<file path="src/rtl/dmem_responder.sv">
// Word-organised data SRAM behind valid/ready request and response channels.
// Serves one outstanding access at a time, with programmable wait states and byte strobes.
module dmem_responder #(
  parameter int DEPTH       = 32,
  parameter int WAIT_STATES = 0
) (
  input  logic        clk,
  input  logic        reset_n,
  input  logic        req_valid,
  output logic        req_ready,
  input  logic        req_we,
  input  logic [31:0] req_addr,
  input  logic [31:0] req_wdata,
  input  logic [3:0]  req_wstrb,
  output logic        resp_valid,
  input  logic        resp_ready,
  output logic [31:0] resp_rdata,
  output logic        resp_err,
  output logic [1:0]  dbg_state
);

  // Request channel: a request transfers on a rising edge where req_valid & req_ready.
  // Response channel: a response transfers on a rising edge where resp_valid & resp_ready;
  // resp_rdata/resp_err stay stable while resp_valid is high and resp_ready is low.

  localparam int IW = (DEPTH > 1) ? $clog2(DEPTH) : 1;

  typedef enum logic [1:0] {
    S_IDLE = 2'd0,
    S_WAIT = 2'd1,
    S_RESP = 2'd2
  } state_t;

  logic [31:0] mem [0:DEPTH-1];

  state_t      r_state;
  logic [3:0]  r_cnt;
  logic        r_we;
  logic [31:0] r_addr;
  logic [31:0] r_wdata;
  logic [3:0]  r_wstrb;
  logic [31:0] r_rdata;
  logic        r_err;

  logic          w_err;
  logic [IW-1:0] w_idx;
  logic          w_done;
  logic          w_wr;

  assign w_err  = (r_addr[1:0] != 2'b00) | (r_addr[31:2] >= 30'(DEPTH));
  assign w_idx  = r_addr[IW+1:2];
  assign w_done = (r_state == S_WAIT) && (r_cnt == 4'd0);
  assign w_wr   = w_done & r_we & ~w_err;

  assign req_ready  = (r_state == S_IDLE);
  assign resp_valid = (r_state == S_RESP);
  assign resp_rdata = r_rdata;
  assign resp_err   = r_err;
  assign dbg_state  = r_state;

  always_ff @(posedge clk or negedge reset_n) begin
    if (!reset_n) begin
      r_state <= S_IDLE;
      r_cnt   <= 4'd0;
      r_we    <= 1'b0;
      r_addr  <= 32'd0;
      r_wdata <= 32'd0;
      r_wstrb <= 4'd0;
      r_rdata <= 32'd0;
      r_err   <= 1'b0;
    end else begin
      case (r_state)
        S_IDLE: begin
          if (req_valid) begin
            r_we    <= req_we;
            r_addr  <= req_addr;
            r_wdata <= req_wdata;
            r_wstrb <= req_wstrb;
            r_cnt   <= 4'(WAIT_STATES);
            r_state <= S_WAIT;
          end
        end
        S_WAIT: begin
          if (r_cnt == 4'd0) begin
            r_state <= S_RESP;
            r_err   <= w_err;
            r_rdata <= (!r_we && !w_err) ? mem[w_idx] : 32'd0;
          end else begin
            r_cnt <= r_cnt - 4'd1;
          end
        end
        S_RESP: begin
          if (resp_ready) begin
            r_state <= S_IDLE;
            r_rdata <= 32'd0;
            r_err   <= 1'b0;
          end
        end
        default: r_state <= S_IDLE;
      endcase
    end
  end

  // Storage has no reset; a store interrupted by reset never reaches w_wr.
  always_ff @(posedge clk) begin
    if (w_wr) begin
      for (int i = 0; i < 4; i++) begin
        if (r_wstrb[i]) mem[w_idx][8*i +: 8] <= r_wdata[8*i +: 8];
      end
    end
  end

endmodule

</file>
<file path="config.mk">
export PLATFORM = sky130hd
export DESIGN_NAME = dmem_responder
export DESIGN_NICKNAME = d
export VERILOG_FILES = /design/src/rtl/dmem_responder.sv
export SDC_FILE = /design/constraint.sdc
export NUM_CORES = 1
export LEC_CHECK = 0
export CAP_MARGIN = 20
export CORE_MARGIN = 2
export CORE_UTILIZATION = 40
export CTS_BUF_LIST = sky130_fd_sc_hd__clkbuf_4 sky130_fd_sc_hd__clkbuf_8
export CTS_CLUSTER_DIAMETER = 80
export DETAILED_ROUTE_END_ITERATION = 12
export GPL_ROUTABILITY_DRIVEN = 0
export PLACE_DENSITY_LB_ADDON = 0.15
export SYNTH_ARGS = -nofsm -noshare
export SYNTH_HDL_FRONTEND = slang
export SYNTH_SLANG_ARGS = --single-unit
</file>
<file path="constraint.sdc">
create_clock -name clk -period 2.2 [get_ports clk]
set_input_delay 0.33 -clock clk [delete_from_list [all_inputs] [get_ports clk]]
set_output_delay 0.33 -clock clk [all_outputs]
set_load 0.01 [all_outputs]
</file>
==> summary.txt <==
Worst setup path
  – Worst reg2reg endpoint: mem[21][12]
  – Critical path's largest stage delay: 390 ps
  – Worst path required time: 2750 ps
  – CP max FO: 8
  – Critical path startpoint category: flip-flop
  – Reg2Reg Depth: 10
  – Critical Path AT: 2950 ps
  – CP max stage cell: dfrtp_1
  – Worst R2R Setup Slack: -210 ps
  – Critical path class: reg -> reg
  – R2r startpoint: r_cnt[0]
  – CP Launch Point: r_cnt[0]
  – Worst Setup EP: mem[21][12]
  – Crit end category: flip-flop
  – CP Cell Sequence: inv_2, ha_4, nor3b_4, nand3b_1, nor4_4, buf_6, nand2_8, clkbuf_16, nor2_1, buf_4

Drt
  – DR vias: 24,100
  – Via density per instance: 5.47
  – WL per Instance: 27.8 um
  – Final wirelength: 123 mm
  – # DRC: 0
  – 1st-pass router iterations: 5
  – Remaining antenna violation count: 0
  – Iteration-0 DRC Markers: 2,267

Synthesis
  – Yosys reg bits: 1,132
  – Avg Cell Area, Syn: 19.2 um^2
  – Post-synth EDFFs: 1,024
  – Post-synthesis sequential area ratio: 0.765
  – Post-synth top cells: edfxtp_1, mux2i_1, nor2_1
  – Cell with the most instances after synthesis: edfxtp_1
  – Proportion of synthesized area in mux cells: 0.143
  – Adder-cell area share of the yosys netlist: 0.000572
  – Share of flip-flops with an asynchronous set or reset: 0.0954
  – Most used DFF post-synth: edfxtp_1
  – Synth Area in Simple Gates: 0.0338
  – Post-Syn Area: 43,700 um^2
  – Syn nets: 2,349
  – Yosys warnings: 0
  – Yosys top cell by area: edfxtp_1
  – Netlist cell types: 49
  – Largest family of logic cells by synthesized area: multiplexers
  – Post-synth top area share: 0.703
  – Xor and xnor area share after synthesis: 0.000401
  – Synth Area in Compound Gates: 0.0402
  – Synth Instances: 2,274
  – Area contributors post-synth: edfxtp_1, mux4_2, dfrtp_1

Placement
  – Pre-CTS WS: -331 ps
  – I/O Buffers: 109
  – DP HPWL: 81.1 mm

GRT
  – Tot GR Track Use: 0.217
  – Initial antenna violation count: 4
  – GRT overflow: 0
  – Largest net degree at the start of global routing: 49
  – First-pass GRT wire length: 174 mm
  – Vias in the first global route: 25,100

STA
  – Final hold vios: 0
  – Worst Tran Pin Value: 600 ps
  – Max frequency: 416 MHz
  – WHS: 80.6 ps
  – Max-slew violation count: 0
  – Final worst slack: -206 ps
  – Slew headroom: 0.600
  – RSZ-0062 raised after global routing: true
  – Final Cycle Share: 1.09
  – Setup Skew: 56.7 ps
  – Final setup violating endpoints: 1,059
  – Min cycle time layout: 2410 ps

CTS
  – Total CTS buffers: 181
  – CTS tree: done
  – CTS max path bufs: 3
  – Clk root buf: clkbuf_8
  – Worst skew pair latency: 860 ps
  – # H-tree levels: 4
  – Total clock sinks: 1,132
  – Clock-pin slew on the worst setup and hold paths: 60 ps

Flow run
  – # Max-Cap Violations: 0

Cells and area
  – Fillers: 8,921
  – Final #Nets: 2,917
  – Share of post-route cells with drive strength above 1: 0.372
  – Core Util, Final: 0.503
  – Area growth from synthesis to layout: 25.2%

Power and ir drop
  – Pwr Density: 1240 nW/um^2
  – Net Switching: 21.7 mW
  – Max VDD drop: 0.000886 V
  – Seq pwr share: 0.413
  – Switching portion of total power: 0.320
  – Internal power: 46.1 mW
  – Clock network power share: 0.270
  – Comb power frac: 0.317
  – Leak: 18.6 nW

Floorplanning
  – Chip width: 335 um
  – Row cnt: 121
  – Die Ht: 335 um
  – I/O Pins: 110
  – Core region area: 109,000 um^2
  – Initial core utilization: 0.402
  – DIE AREA: 112,000 um^2

Outcome
  – Failing checks: negative setup slack
  – Outcome: complete, but fails checks

Worst hold path
  – Worst min path class: in -> reg
[through the flow]
stage               total power [mW]  setup TNS, ps  instances  area [um^2]
floorplan                       39.1        -180020       2274        43800
global placement                49.3        -226640       4054        49900
detailed placement              49.7        -190090       4054        49900
CTS                             68.2        -115740       4399        54200
global route                    70.3        -265980       4409        54700
finish                          67.8        -149680       4409        54700
[worst min-delay path by stage]
stage                         end  slack (ps)  cells past startpoint         start
floorplan            dbg_state[0]          30                      0       reset_n
global placement    resp_rdata[5]         320                      1       reset_n
detailed placement  resp_rdata[5]         320                      1       reset_n
CTS                          r_we          10                      3        req_we
global route           r_addr[17]          60                      2  req_addr[17]
finish                       r_we          80                      3        req_we
[registers in the layout (all words and copies together), names as in the netlist]
register and cells:
resp_err 1, r_cnt 4, mem 1024, r_addr 32, r_wdata 32, resp_rdata 32, r_we 1, r_wstrb 4
dbg_state 2
[worst max-delay path, delay by kind of cell (launching register included)]
family | cells | cell delay (ps)
and+or+nand+nor | 5 | 870
buffers and inverters | 4 | 710
adders and majority gates | 1 | 130
DFF | 1 | 390
[layout make-up]
cell class | count | area (um^2) | share of cell area
Timing Repair Buffer | 519 | 5520 | 0.101
Antenna cell | 2 | 5.00 | 0.0000914
Clock buffer | 274 | 3350 | 0.0612
Tap cell | 1414 | 1770 | 0.0323
Sequential cell | 1132 | 33500 | 0.611
Inverter | 4 | 15.0 | 0.000274
Clock inverter | 60 | 412 | 0.00752
Multi-Input combinational cell | 1004 | 10200 | 0.186
[repair_timing]
action / 4_1_cts / 5_1_grt
resized for setup: 100 / 121
pin swaps: 21 / 13
buffers inserted: 5 / 2
setup endpoints to repair: 1073 / 1071
hold endpoints to repair: 109 / 0
cloned: 2 / 6
hold buffers: 4 / 0
[layer usage]
layer | up-vias | global-route usage | routed length [um]
met5 | - | 0 | 0
met4 | 0 | 0.0757 | 3540
met3 | 190 | 0.0316 | 6890
met2 | 883 | 0.358 | 60100
met1 | 12700 | 0.297 | 52200
li1 | 10400 | - | -
[power by group through the flow]
stage,registers [mW],clock network (mW),logic (mW)
after floorplan,29.2,0,9.90
final,28.0,18.3,21.5
after global placement,28.3,0,21.0
after detailed placement,28.4,0,21.3
after CTS,28.0,18.7,21.5
after global routing,28.1,19.7,22.6
[placed cells by master, fill, tap and decap left out, types with 44 or more instances in the layout]
| cell type | instances |
|---|---|
| a22oi_1 | 61 |
| buf_12 | 71 |
| buf_4 | 242 |
| buf_6 | 88 |
| clkbuf_4 | 67 |
| clkbuf_8 | 207 |
| clkdlybuf4s50_1 | 106 |
| dfrtp_1 | 105 |
| edfxtp_1 | 1024 |
| mux2_2 | 147 |
| mux2i_1 | 177 |
| mux4_2 | 124 |
| nand2_1 | 48 |
| nor2_1 | 85 |
| nor2_2 | 44 |
| o22ai_1 | 98 |
[kinds of logic after synthesis]
family	after synthesis
adder cells (fa/ha/maj)	2
AO/OA/AOI/OAI	238
XOR/XNOR	2
multiplexers	452
buffers and inverters	138
AND/OR/NAND/NOR	310
flip-flops	1132
Power figures use the tool's default switching activity.
